$ cat src/rtl/btn_event_pkg.sv
// rtl/btn_event_pkg.sv - shared event layout and button count for btn_event_ctrl
package btn_event_pkg;

    localparam int NBTN      = 4;
    localparam int EV_W      = 8;
    localparam int PRESS_BIT = 7;
    localparam int IDX_LSB   = 0;
    localparam int IDX_MSB   = 1;
    localparam int IDX_W     = IDX_MSB - IDX_LSB + 1;

    typedef logic [EV_W-1:0]  ev_t;
    typedef logic [IDX_W-1:0] idx_t;

    function automatic ev_t make_event(input logic press, input idx_t idx);
        ev_t ev;
        ev                  = '0;
        ev[PRESS_BIT]       = press;
        ev[IDX_MSB:IDX_LSB] = idx;
        return ev;
    endfunction

endpackage

$ cat src/rtl/btn_debounce.sv
// rtl/btn_debounce.sv - per-button 2-flop synchronizer and saturating-run debouncer
module btn_debounce #(
    parameter int DBITS = 16
) (
    input  logic clk,
    input  logic rst,
    input  logic btn_i,
    output logic level_o,
    output logic change_o
);

    localparam logic [DBITS-1:0] CNT_MAX = '1;

    logic             sync1_q, sync2_q;
    logic             level_q, level_d;
    logic [DBITS-1:0] cnt_q, cnt_d;
    logic             differ;

    // change_o is combinational so the parent can latch the event on the same edge the level flips
    always_comb begin
        differ   = (sync2_q != level_q);
        change_o = differ && (cnt_q == CNT_MAX);
        level_d  = level_q;
        cnt_d    = '0;
        if (change_o) begin
            level_d = sync2_q;
        end else if (differ) begin
            cnt_d = cnt_q + {{(DBITS-1){1'b0}}, 1'b1};
        end
    end

    always_ff @(posedge clk or posedge rst) begin
        if (rst) begin
            sync1_q <= 1'b0;
            sync2_q <= 1'b0;
            level_q <= 1'b0;
            cnt_q   <= '0;
        end else begin
            sync1_q <= btn_i;
            sync2_q <= sync1_q;
            level_q <= level_d;
            cnt_q   <= cnt_d;
        end
    end

    assign level_o = level_q;

endmodule

$ cat src/rtl/btn_event_ctrl.sv
// rtl/btn_event_ctrl.sv - debounced buttons to event FIFO; BTN_EVENT_IRQ_EN enables registered irq
module btn_event_ctrl
    import btn_event_pkg::*;
#(
    parameter int DBITS  = 16,
    parameter int FDEPTH = 4
) (
    input  logic            clk,
    input  logic            rst,
    input  logic [NBTN-1:0] btn_in,
    output logic [NBTN-1:0] btn_state,
    output logic            ev_valid,
    input  logic            ev_ready,
    output logic [EV_W-1:0] ev_data,
    output logic            ovf,
    input  logic            ovf_clr,
    output logic            irq
);

    localparam int AW = (FDEPTH > 1) ? $clog2(FDEPTH) : 1;
    localparam logic [AW:0] FULL_CNT = (AW+1)'(FDEPTH);
    localparam logic [AW:0] CNT_ONE  = (AW+1)'(1);
    localparam logic [AW-1:0] PTR_ONE = AW'(1);

    logic [NBTN-1:0] btn_chg, btn_lvl;

    for (genvar gi = 0; gi < NBTN; gi++) begin : g_db
        btn_debounce #(.DBITS(DBITS)) u_db (
            .clk      (clk),
            .rst      (rst),
            .btn_i    (btn_in[gi]),
            .level_o  (btn_lvl[gi]),
            .change_o (btn_chg[gi])
        );
    end

    assign btn_state = btn_lvl;

    logic [NBTN-1:0] pend_q, pend_d, pol_q, pol_d;
    logic [AW-1:0]   wr_q, rd_q;
    logic [AW:0]     cnt_q, cnt_d;
    logic            ovf_q, ovf_d;
    ev_t             mem_q [FDEPTH];

    logic            pop, push, full, ovf_hit;
    idx_t            grant_idx;
    ev_t             push_ev;

    always_comb begin
        full      = (cnt_q == FULL_CNT);
        pop       = (cnt_q != '0) && ev_ready;
        push      = (|pend_q) && (!full || pop);
        grant_idx = '0;
        for (int i = NBTN-1; i >= 0; i--) begin
            if (pend_q[i]) grant_idx = idx_t'(i);
        end
        push_ev = make_event(pol_q[grant_idx], grant_idx);

        pend_d  = pend_q;
        pol_d   = pol_q;
        ovf_hit = 1'b0;
        if (push) pend_d[grant_idx] = 1'b0;
        // A change on a button whose previous event is still pending counts as overflow,
        // and the newest level replaces the pending polarity.
        for (int i = 0; i < NBTN; i++) begin
            if (btn_chg[i]) begin
                if (pend_q[i]) ovf_hit = 1'b1;
                pend_d[i] = 1'b1;
                pol_d[i]  = ~btn_lvl[i];
            end
        end

        ovf_d = ovf_q;
        if (ovf_clr)      ovf_d = 1'b0;
        else if (ovf_hit) ovf_d = 1'b1;

        unique case ({push, pop})
            2'b10:   cnt_d = cnt_q + CNT_ONE;
            2'b01:   cnt_d = cnt_q - CNT_ONE;
            default: cnt_d = cnt_q;
        endcase
    end

    always_ff @(posedge clk or posedge rst) begin
        if (rst) begin
            pend_q <= '0;
            pol_q  <= '0;
            wr_q   <= '0;
            rd_q   <= '0;
            cnt_q  <= '0;
            ovf_q  <= 1'b0;
        end else begin
            pend_q <= pend_d;
            pol_q  <= pol_d;
            cnt_q  <= cnt_d;
            ovf_q  <= ovf_d;
            if (push) wr_q <= wr_q + PTR_ONE;
            if (pop)  rd_q <= rd_q + PTR_ONE;
        end
    end

    always_ff @(posedge clk) begin
        if (push) mem_q[wr_q] <= push_ev;
    end

    assign ev_valid = (cnt_q != '0);
    assign ev_data  = ev_valid ? mem_q[rd_q] : '0;
    assign ovf      = ovf_q;

`ifdef BTN_EVENT_IRQ_EN
    logic irq_q;
    always_ff @(posedge clk or posedge rst) begin
        if (rst) irq_q <= 1'b0;
        else     irq_q <= ev_valid | ovf_q;
    end
    assign irq = irq_q;
`else
    assign irq = 1'b0;
`endif

endmodule

$ cat config.mk
export PLATFORM = sky130hd
export DESIGN_NAME = btn_event_ctrl
export DESIGN_NICKNAME = d
export VERILOG_FILES = /design/src/rtl/btn_event_pkg.sv /design/src/rtl/btn_debounce.sv /design/src/rtl/btn_event_ctrl.sv
export SDC_FILE = /design/constraint.sdc
export NUM_CORES = 1
export LEC_CHECK = 0
export CORE_MARGIN = 5
export CORE_UTILIZATION = 35
export DETAILED_ROUTE_END_ITERATION = 16
export MAX_ROUTING_LAYER = met4
export SYNTH_ARGS = -nofsm -noshare
export SYNTH_HDL_FRONTEND = slang
export SYNTH_SLANG_ARGS = --single-unit
$ cat constraint.sdc
create_clock -name clk -period 5.7 [get_ports clk]
set_clock_uncertainty 0.1 [all_clocks]
set_input_delay 1.14 -clock clk [delete_from_list [all_inputs] [get_ports clk]]
set_output_delay 1.14 -clock clk [all_outputs]
set_load 0.01 [all_outputs]
; ---- Word level (Yosys, flattened, before mapping)
; Memories as Yosys holds them, arrays and structs flattened.
; Cells that the tools add are included.
[totals]
inputBits = 8
regBits = 92
ramBits = 12
wordCells = 108
mem_count = 1
[classes]
n_eq_ne = 11
addsub = 8
magnitude_cmp = 2
muxes = 35
bitwise = 6
n_reduce_logical = 17
[mem_list]
columns = name, depth, width, read_ports, rd_ports_with_merged_regs, write_ports, line_no
row1 = mem_q, 4, 3, 1, 0, 1, btn_event_ctrl.sv:43  ; ev_t mem_q [FDEPTH];
[ops]
columns = operator, n
row1 = 16-bit two-way mux, 8
row2 = "16-bit by 1-bit adder with 16-bit output, second input constant", 4
row3 = "16-bit equality test, second input constant", 4
row4 = 1-bit two-way mux, 18
row5 = 2-bit nonzero test, 6
row6 = 2-bit two-way mux, 4
row7 = 8-bit two-way mux, 1
row8 = 1-bit logical AND, 7
row9 = 3-bit one-hot mux with 2 select lines, 1
row10 = "2-bit by 1-bit adder with 2-bit output, second input constant", 2
row11 = 4-bit AND, 1
row12 = 4-bit two-way mux, 1
row13 = 1-bit != test, 4
row14 = 1-bit inverter, 4
row15 = 4-bit inverter, 1
row16 = 4-bit OR reduction, 1
row17 = "3-bit by 1-bit adder with 3-bit output, second input constant", 1
row18 = "3-bit equality test, second input constant", 1
row19 = "2-bit by 3-bit less-than comparator with 1-bit output, second input constant", 1
row20 = 3-bit nonzero test, 1
row21 = "3-bit by 1-bit subtractor with 3-bit output, second input constant", 1
row22 = 1-bit binary-select mux with 2-bit select, 1
row23 = 1-bit demux with 2-bit select, 1
row24 = "2-bit by 1-bit equality test with 1-bit output, second input constant", 1
row25 = other kinds (4), 4

; ---- Logic depth before layout (Yosys ltp)
; Gate-level depths: netlist of the first run.
[depth]
depth_word = 12
ltp_mapped = 8
ltp_nobuf = 7

; ---- By module
; From an unflattened synthesis of the first run, not the netlist that was laid out.
[unflattened]
hier_cells = 439
area_unflattened_um2 = 5016.1
[modules_own_cells]
columns = mod, instances, area_per_inst_um2, seq_area_each_um2, cells_each
row1 = btn_debounce, 4, 920.9, 475.5, 84
row2 = btn_event_ctrl, 1, 1332.5, 760.7, 103

; ---- Least setup slack after synthesis of the first run
; OpenSTA, ideal clock, no wires.
[synth_timing]
path_kind = reg2out
startpoint = register rd_q[0]
endpoint = output port ev_data[0]
stages_incl_launch_ff = 4
n_path_buf = 1
setup_slack_ps = 3197
arrival_time_ps = 1263
path_cell_list = dfrtp_1 -> clkbuf_1 -> mux4_2 -> and2_1
[synth_between]
elab_chain_cells = 2
[synth_lines]
columns = item, line_no
row1 = start: declaration, btn_event_ctrl.sv:40  ; logic [AW-1:0] wr_q, rd_q;
row2 = start signal: assignment, btn_event_ctrl.sv:98  ; if (pop) rd_q <= rd_q + PTR_ONE;
row3 = memory 4 x 3 bit, --
row4 = 8-bit two-way mux, btn_event_ctrl.sv:107  ; assign ev_data = ev_valid ? mem_q[rd_q] : '0;
row5 = end: declaration, btn_event_ctrl.sv:14  ; output logic [EV_W-1:0] ev_data,
; No other way between the ends.

; ---- Final worst setup path of the first run
; Same ends and word-level chain as after synthesis.

==> results.yml, run 1 <==
finish:
  nets: 475
  num_antenna_cells: 0
  areaGrowthSynthToFinish_pct: 11.1
  nFillCells: 1350
  stdcell_area_um2: 5430
  layout.cells.non_filler: 643
  drive_gt1_frac: 0.0907
job:
  drv_cap: 0
worst_hold_path:
  worstHoldPathCells: 0
  min_to: "g_db[3].u_db.sync2_q$_DFF_PP0_"
  hold_path_class: "flop to flop"
  min-delay-start: "g_db[3].u_db.sync1_q$_DFF_PP0_"
place:
  gp_congestion: 0.748
  dpl.cell_count: 627
  dp_hpwl_um: 5640
  numPortBuffers: 16
  postPlaceCellArea_um2: 5170
timing:
  rsz0062_at_grt: "false"
  slew_headroom: 0.306
  finalSetupTns_ns: 0
  period_minus_slack_ns: 3.23
  final_max_slew_viol_count: 0
  hold_slack_ns: 0.272
  timing.fmax_mhz: 310
  setup_viol: 0
  tightest_slew_ns: 1.04
  hold_viol: 0
  fin_crit_sh: 0.566
critical_path:
  worstSetupStartpointType: "flop"
  critical_path.slowest_cell: "mux4_2"
  arrival_ns: 1.99
  endpoint_kind: "primary output"
  reg2reg_slack_ns: 3.37
  critPathMaxFanout: 5
  path_cells: "mux4_2, and2_1, clkdlybuf4s50_1"
  critPathMaxStageDelay_ns: 0.53
  r2r-end: "cnt_q[1]$_DFFE_PP0P_"
  criticalPathCategory: "flop to primary output"
  r2r-start: "cnt_q[0]$_DFFE_PP0P_"
  reg2reg_depth: 7
  required_ns: 4.46
power:
  power.internal_uw: 1190
  vdd_drop_max_uv: 162
  power.switching_uw: 398
  seq_power_share: 0.523
  switching_share: 0.251
  clkPwrFrac: 0.343
  power.density_nw_per_um2: 292
  comb_power_share: 0.134
  power_leakage_uw: 0.00231
drt:
  drc_errors: 0
  firstDrtPassIters: 4
  viasPerCell: 4.70
  wl_um: 8000
  routedWlPerCell_um: 12.4
  vias: 3022
  ant_nets: 0
  drtIter0Drc: 221
global_routing:
  grt_pass1_vias: 3030
  globalRouteTotalUtil: 0.108
  antenna_found_initial: 0
  grt_pass1_wl_um: 14100
  grt_remaining_overflow: 0
  grt_max_degree: 50
clock_network:
  insertion_delay_ns: 0.34
  cts_tree: "done"
  hold_buffers: 0
  clock_path_buffers: 2
  clock_sinks: 104
  postCtsSetupBuffers: 0
  cts_made_buffers: 9
  htree_levels: 3
  root_buffer: "clkbuf_16"
  cts_resized: 0
  cts.clk_slew.worst_paths_ns: 0.06
synth:
  ys_ff_latch: 104
  ys_top_cells_by_count: "dfrtp_1, nor2_1, xor2_1, nand2_1, xnor2_1"
  async_flop_share: 0.885
  synth_area_um2: 4890
  synth_edf_count: 12
  yosysTopAreaCellShare: 0.471
  yosysMostFrequentCell: "dfrtp_1"
  synthCells: 443
  synth_flop_cell: "dfrtp_1"
  synth_warnings: 0
  seq_area_frac_synth: 0.545
  synth_top_area_cell: "dfrtp_1"
  yosysUniqueCellTypes: 54
  synthTopCellsByArea: "dfrtp_1, edfxtp_1, xor2_1, nor2_1, xnor2_1"
  synth.avg_cell_area_um2: 11.0
floorplanning:
  core_um2: 13800
  ios: 23
  dieArea_um2: 16400
  initial_core_util: 0.355
  die_h_um: 128
  fp-row-count: 43
  die_x_um: 128
run_status:
  outcome: "finished, final reports clean"
[registers in the layout (all words and copies together) (netlist names)]
register,count
g_db.u_db.sync1_q,4
rd_q,2
g_db.u_db.sync2_q,4
cnt_q,3
wr_q,2
pol_q,4
g_db.u_db.level_o,4
g_db.u_db.cnt_q,64
pend_q,4
ovf,1
mem_q,12
[area by class of cell]
class,instances,area [um^2],share of cell area
inverter,17,65.1,0.0120
multi-input combinational,309,2050,0.378
tap,180,225,0.0415
clock inverter,5,25.0,0.00461
timing repair buffer,17,168,0.0309
sequential,104,2660,0.490
clock buffer,11,233,0.0428
[worst max-delay path: cells and delay by family (launching register included)]
family / cells / cell delay [ns]
buf+inv: 1 / 0.47
flops: 1 / 0.49
simple gates: 1 / 0.17
mux: 1 / 0.53
[per-layer routing]
metal  part of all wire  global-route usage  vias up
met4             0.0089              0.0300        0
met5                  0                   -        -
met2               0.48               0.169       28
li1                   -                   -     1516
met1               0.48               0.138     1472
met3              0.033              0.0296        6
[worst max-delay path by stage]
| stage | from | end | slack [ns] |
|---|---|---|---|
| 6_report | rd_q[0]$_DFFE_PP0P_ | ev_data[0] | 2.47 |
| 4_1_cts | rd_q[0]$_DFFE_PP0P_ | ev_data[0] | 2.43 |
| 3_3_place_gp | ev_ready | mem_q[1][0]$_DFFE_PP_ | 2.61 |
| 5_1_grt | rd_q[0]$_DFFE_PP0P_ | ev_data[1] | 2.36 |
| 3_5_place_dp | ev_ready | mem_q[0][0]$_DFFE_PP_ | 2.56 |
| 2_1_floorplan | rst | cnt_q[0]$_DFFE_PP0P_ | 2.07 |
[power by group through the flow]
stage | registers, uW | logic (uW) | clock network [uW]
4_1_cts | 830 | 217 | 565
6_report | 829 | 213 | 544
3_3_place_gp | 840 | 212 | 0
2_1_floorplan | 824 | 162 | 0
3_5_place_dp | 844 | 217 | 0
5_1_grt | 836 | 240 | 598
[kinds of logic after synthesis]
kind of cell / count (synthesis) / share of synthesized area
AOI/OAI and AO/OA: 34 / 0.0404
xor gates and xnor gates: 60 / 0.108
adders and majority gates: 9 / 0.0246
buffers and inverters: 35 / 0.0392
DFF: 104 / 0.545
muxes: 12 / 0.0343
other: 1 / 0.000767
and+or+nand+nor: 188 / 0.209
[metrics by stage]
step	worst slack (ns)	power (uW)	util
3_5_place_dp	2.56	1060	0.376
6_report	2.47	1590	0.394
3_3_place_gp	2.61	1050	0.376
4_1_cts	2.43	1610	0.394
5_1_grt	2.36	1670	0.394
2_1_floorplan	2.07	986	-
[cells in the final DEF (no fill, tap or decap), types with 3 or more instances in the layout]
cell type	netlist	layout
a21oi_1	8	8
and2_1	10	10
and3_1	6	6
and4_1	6	6
and4_4	3	3
clkbuf_16	0	9
clkdlybuf4s50_1	0	16
clkinv_1	0	3
conb_1	1	6
dfrtp_1	92	92
edfxtp_1	12	12
ha_1	8	8
inv_1	17	16
mux2_2	8	8
mux4_2	3	3
nand2_1	27	27
nand3_1	21	21
nand4_1	15	15
nor2_1	69	69
nor3_1	3	3
o21ai_0	15	15
or3_1	6	6
xnor2_1	27	27
xor2_1	33	33
Note: power is estimated with default switching activity, not from simulation.
==> inputs of run 2 (changes only) <==
- clock period: 5.7 -> 2.7 ns (I/O delays scaled with it)
==> results.yml, run 2 (same netlist as run 1, synthesis figures left out) <==
timing:
  fin_ws_ns: 0.123
  slew_headroom: 0.655
  setup_viol: 0
  fin_crit_sh: 0.955
  tightest_slew_ns: 0.513
  period_minus_slack_ns: 2.58
  hold_viol: 0
  rsz0062_at_grt: "false"
  timing.fmax_mhz: 388
  hold_slack_ns: 0.251
  final_max_slew_viol_count: 0
  finalSetupTns_ns: 0
run_status:
  outcome: "finished, final reports clean"
clock_network:
  hold_buffers: 0
  cts_resized: 1
  clock_path_buffers: 2
  cts.clk_slew.worst_paths_ns: 0.07
  cts_tree: "done"
  htree_levels: 3
  cts_made_buffers: 9
  clock_sinks: 104
  root_buffer: "clkbuf_16"
  insertion_delay_ns: 0.34
  postCtsSetupBuffers: 0
finish:
  layout_common_cells: "dfrtp_1, nor2_1, xor2_1, xnor2_1, nand2_1"
  areaGrowthSynthToFinish_pct: 12.7
  largest_reg_flops: 64
  num_antenna_cells: 0
  layout_commonest_cell: "dfrtp_1"
  top_register: "g_db.u_db.cnt_q"
  drive_gt1_frac: 0.109
  nets: 478
  stdcell_area_um2: 5510
  top_regs: "g_db.u_db.cnt_q x64, mem_q x12"
  nFillCells: 1339
critical_path:
  required_ns: 2.06
  critPathMaxFanout: 5
  path_cells: "mux4_2, and2_1, clkdlybuf4s50_1"
  critical_path.slowest_cell: "mux4_2"
  endpoint_kind: "primary output"
  criticalPathCategory: "flop to primary output"
  critPathMaxStageDelay_ns: 0.51
  worstSetupStartpointType: "flop"
  arrival_ns: 1.94
global_routing:
  globalRouteTotalUtil: 0.106
  grt_pass1_wl_um: 13800
  antenna_found_initial: 0
  grt_max_degree: 93
  grt_pass1_vias: 2969
  grt_remaining_overflow: 0
power:
  vdd_drop_max_uv: 286
  power.internal_uw: 2640
  power.density_nw_per_um2: 635
  switching_share: 0.246
  comb_power_share: 0.130
  seq_power_share: 0.499
  power_leakage_uw: 0.00235
  power.switching_uw: 862
  clkPwrFrac: 0.370
place:
  numPortBuffers: 16
  dp_hpwl_um: 5330
  postPlaceCellArea_um2: 5210
  dpl_worst_slack_ns: 0.258
  gp_congestion: 0.788
floorplanning:
  fp-row-count: 43
  initial_core_util: 0.355
  die_x_um: 128
  core_um2: 13800
  dieArea_um2: 16400
  die_h_um: 128
  ios: 23
job:
  drv_cap: 0
drt:
  routedWlPerCell_um: 12.0
  ant_nets: 0
  viasPerCell: 4.65
  firstDrtPassIters: 4
  vias: 3005
  drtIter0Drc: 243
  wl_um: 7750
  drc_errors: 0
worst_hold_path:
  hold_path_class: "flop to flop"
-- run 2: changes by cell type in the layout (fill, tap and decap cells not counted), sizes merged --
cell,delta
buf,+3
bufinv,+1
clkbuf,-1
clkinv,-1
clkinvlp,+1
-- run 2: worst paths after layout --
path	start	end	slack, ns	depth (start not counted)
setup / recovery	rd_q[0]$_DFFE_PP0P_	ev_data[0]	0.12	3
hold / removal	g_db[2].u_db.sync1_q$_DFF_PP0_	g_db[2].u_db.sync2_q$_DFF_PP0_	0.25	0
setup reg to reg	cnt_q[0]$_DFFE_PP0P_	cnt_q[1]$_DFFE_PP0P_	0.44	7
hold reg to reg	g_db[2].u_db.sync1_q$_DFF_PP0_	g_db[2].u_db.sync2_q$_DFF_PP0_	0.25	0
max in group asynchronous	rst	rd_q[0]$_DFFE_PP0P_	1.54	3
min in group asynchronous	rst	g_db[0].u_db.cnt_q[10]$_DFF_PP0_	0.58	3
-- run 2: through the flow --
step	cells	total power (uW)	util
finish	646	3500	0.400
global route	646	3680	0.400
CTS	646	3570	0.400
detailed placement	630	2240	0.378
global placement	630	2230	0.378
floorplan	448	2080	-
-- run 2: area by class of cell --
class                      count  area, um^2  share of cell area
timing repair buffer          20         203              0.0368
sequential                   104        2660               0.483
clock buffer                  10         239              0.0434
multi-input combinational    309        2050               0.373
tap                          180         225              0.0409
inverter                      17        67.6              0.0123
clock inverter                 6        58.8              0.0107
-- run 2: critical path: cells and delay by family (launching register included) --
kind	cells	cell delay, ns
mux	1	0.51
buf+inv	1	0.47
flops	1	0.44
simple gates	1	0.17
-- run 2: per-layer routing --
metal	routed length [um]	part of all wire	vias up	track usage
met2	3530	0.46	29	0.158
met3	222	0.029	12	0.0267
li1	-	-	1525	-
met5	0	0	-	-
met4	143	0.018	0	0.0424
met1	3850	0.50	1439	0.138
-- run 2: power groups by stage --
stage	combinational (uW)	sequential, uW	clock (uW)
2_1_floorplan	343	1740	0
3_3_place_gp	457	1770	0
3_5_place_dp	465	1780	0
4_1_cts	467	1750	1360
5_1_grt	512	1760	1400
6_report	456	1750	1300
==> inputs of run 3 (changes only) <==
- CORE_UTILIZATION: 35 -> 54
- PLACE_DENSITY_LB_ADDON: unset -> 0.2
==> results.yml, run 3 (same netlist as run 1, synthesis figures left out) <==
drt:
  drtIter0Drc: 146
  met3_length_um: 250
  viasPerCell: 5.29
  drc_errors: 0
  ant_nets: 0
  vias: 3037
  routedWlPerCell_um: 13.5
  drt-met1-wl_um: 3720
  firstDrtPassIters: 4
  wl_met2_um: 3700
  topRoutingLayerUsed: "met4"
  wl_um: 7720
place:
  dpl.cell_count: 559
  numPortBuffers: 16
  gp_congestion: 0.812
  dp_hpwl_um: 5520
  postPlaceCellArea_um2: 5140
finish:
  layout_commonest_cell: "dfrtp_1"
  top_register: "g_db.u_db.cnt_q"
  largest_reg_flops: 64
  areaGrowthSynthToFinish_pct: 8.86
  layout_common_cells: "dfrtp_1, nor2_1, xor2_1, xnor2_1, nand2_1"
  layout.cells.non_filler: 574
  drive_gt1_frac: 0.103
  nets: 479
  num_antenna_cells: 0
  top_regs: "g_db.u_db.cnt_q x64, mem_q x12"
  stdcell_area_um2: 5320
clock_network:
  cts.clk_slew.worst_paths_ns: 0.10
  clock_sinks: 104
  cts_made_buffers: 9
  postCtsSetupBuffers: 0
  insertion_delay_ns: 0.36
  root_buffer: "clkbuf_8"
  cts_tree: "done"
  clock_path_buffers: 2
  htree_levels: 3
timing:
  tightest_slew_ns: 0.636
  final_max_slew_viol_count: 0
  timing.fmax_mhz: 385
  rsz0062_at_grt: "false"
  setup_viol: 0
  hold_viol: 0
  period_minus_slack_ns: 2.60
  slew_headroom: 0.575
  fin_crit_sh: 0.962
  finalSetupTns_ns: 0
global_routing:
  grt_pass1_wl_um: 13600
  globalRouteTotalUtil: 0.153
  grt_remaining_overflow: 0
  grt_pass1_vias: 3007
  grt_max_degree: 40
  antenna_found_initial: 0
worst_hold_path:
  hold_path_class: "flop to flop"
job:
  drv_cap: 0
floorplanning:
  core_um2: 8760
  dieArea_um2: 11100
  initial_core_util: 0.558
  fp-row-count: 34
  die_x_um: 105
  die_h_um: 105
  ios: 23
critical_path:
  required_ns: 2.06
  worstSetupStartpointType: "flop"
  arrival_ns: 1.96
  criticalPathCategory: "flop to primary output"
  critPathMaxFanout: 5
  endpoint_kind: "primary output"
power:
  power_leakage_uw: 0.00230
  vdd_drop_max_uv: 352
  power.density_nw_per_um2: 589
run_status:
  outcome: "finished, final reports clean"
run 3: cell count changes in the layout (fill, tap and decap cells not counted):
cell,change
inv_4,+1
clkinvlp_4,+1
clkbuf_1,+3
clkbuf_16,-9
clkinv_2,-4
clkbuf_8,+8
buf_12,+1
clkinv_4,-1
run 3: path summary, 6_finish.rpt:
path                                                         end                            from  slack, ns  cells after the start
worst min register to register    g_db[3].u_db.sync2_q$_DFF_PP0_  g_db[3].u_db.sync1_q$_DFF_PP0_       0.26                      0
worst max register to register              cnt_q[1]$_DFFE_PP0P_            cnt_q[0]$_DFFE_PP0P_       0.42                      7
max in group asynchronous       g_db[3].u_db.cnt_q[14]$_DFF_PP0_                             rst       1.39                      3
worst max-delay path                                  ev_data[0]             rd_q[0]$_DFFE_PP0P_       0.10                      3
min in group asynchronous        g_db[3].u_db.cnt_q[0]$_DFF_PP0_                             rst       0.51                      2
worst min-delay path              g_db[3].u_db.sync2_q$_DFF_PP0_  g_db[3].u_db.sync1_q$_DFF_PP0_       0.26                      0
run 3: critical path, stage by stage (launching register included):
cell and delay (ns):
dfrtp_2 0.45, mux4_2 0.51, and2_1 0.17, clkdlybuf4s50_1 0.47
run 3: cell type report:
class                   instances  area (um^2)
repair buffers                 21          223
clock buffers                  12          135
inverters                      17         67.6
clock inverters                 3         43.8
fillers                       716         3440
flip-flops and latches        104         2660
well taps                     108          135
multi-input cells             309         2050
run 3: metrics by stage:
step / hold WS [ns] / utilization / power, uW / setup WS, ns
after CTS: 0.262 / 0.607 / 3180 / 0.0666
after floorplan: 0.231 / - / 2080 / 0.528
after global placement: 0.237 / 0.587 / 2230 / 0.338
final: 0.261 / 0.607 / 3130 / 0.103
after global routing: 0.276 / 0.607 / 3310 / 0.0154
after detailed placement: 0.239 / 0.587 / 2260 / 0.226
run 3: power by group:
part           internal, uW  switching, uW
Sequential             1650           91.1
Clock                   426            489
Combinational           251            223
run 3: metal layers:
layer / vias to the layer above / global-route usage
li1: 1524 / -
met1: 1476 / 0.201
met2: 31 / 0.235
met3: 6 / 0.0475
met4: 0 / 0.0347
met5: - / -
run 3: repair_timing:
item                                    4_1_cts  5_1_grt
endpoints found under the hold margin         0        0
hold buffers                                  0        0
resized for setup                             1        0
endpoints found under the setup margin        1        0
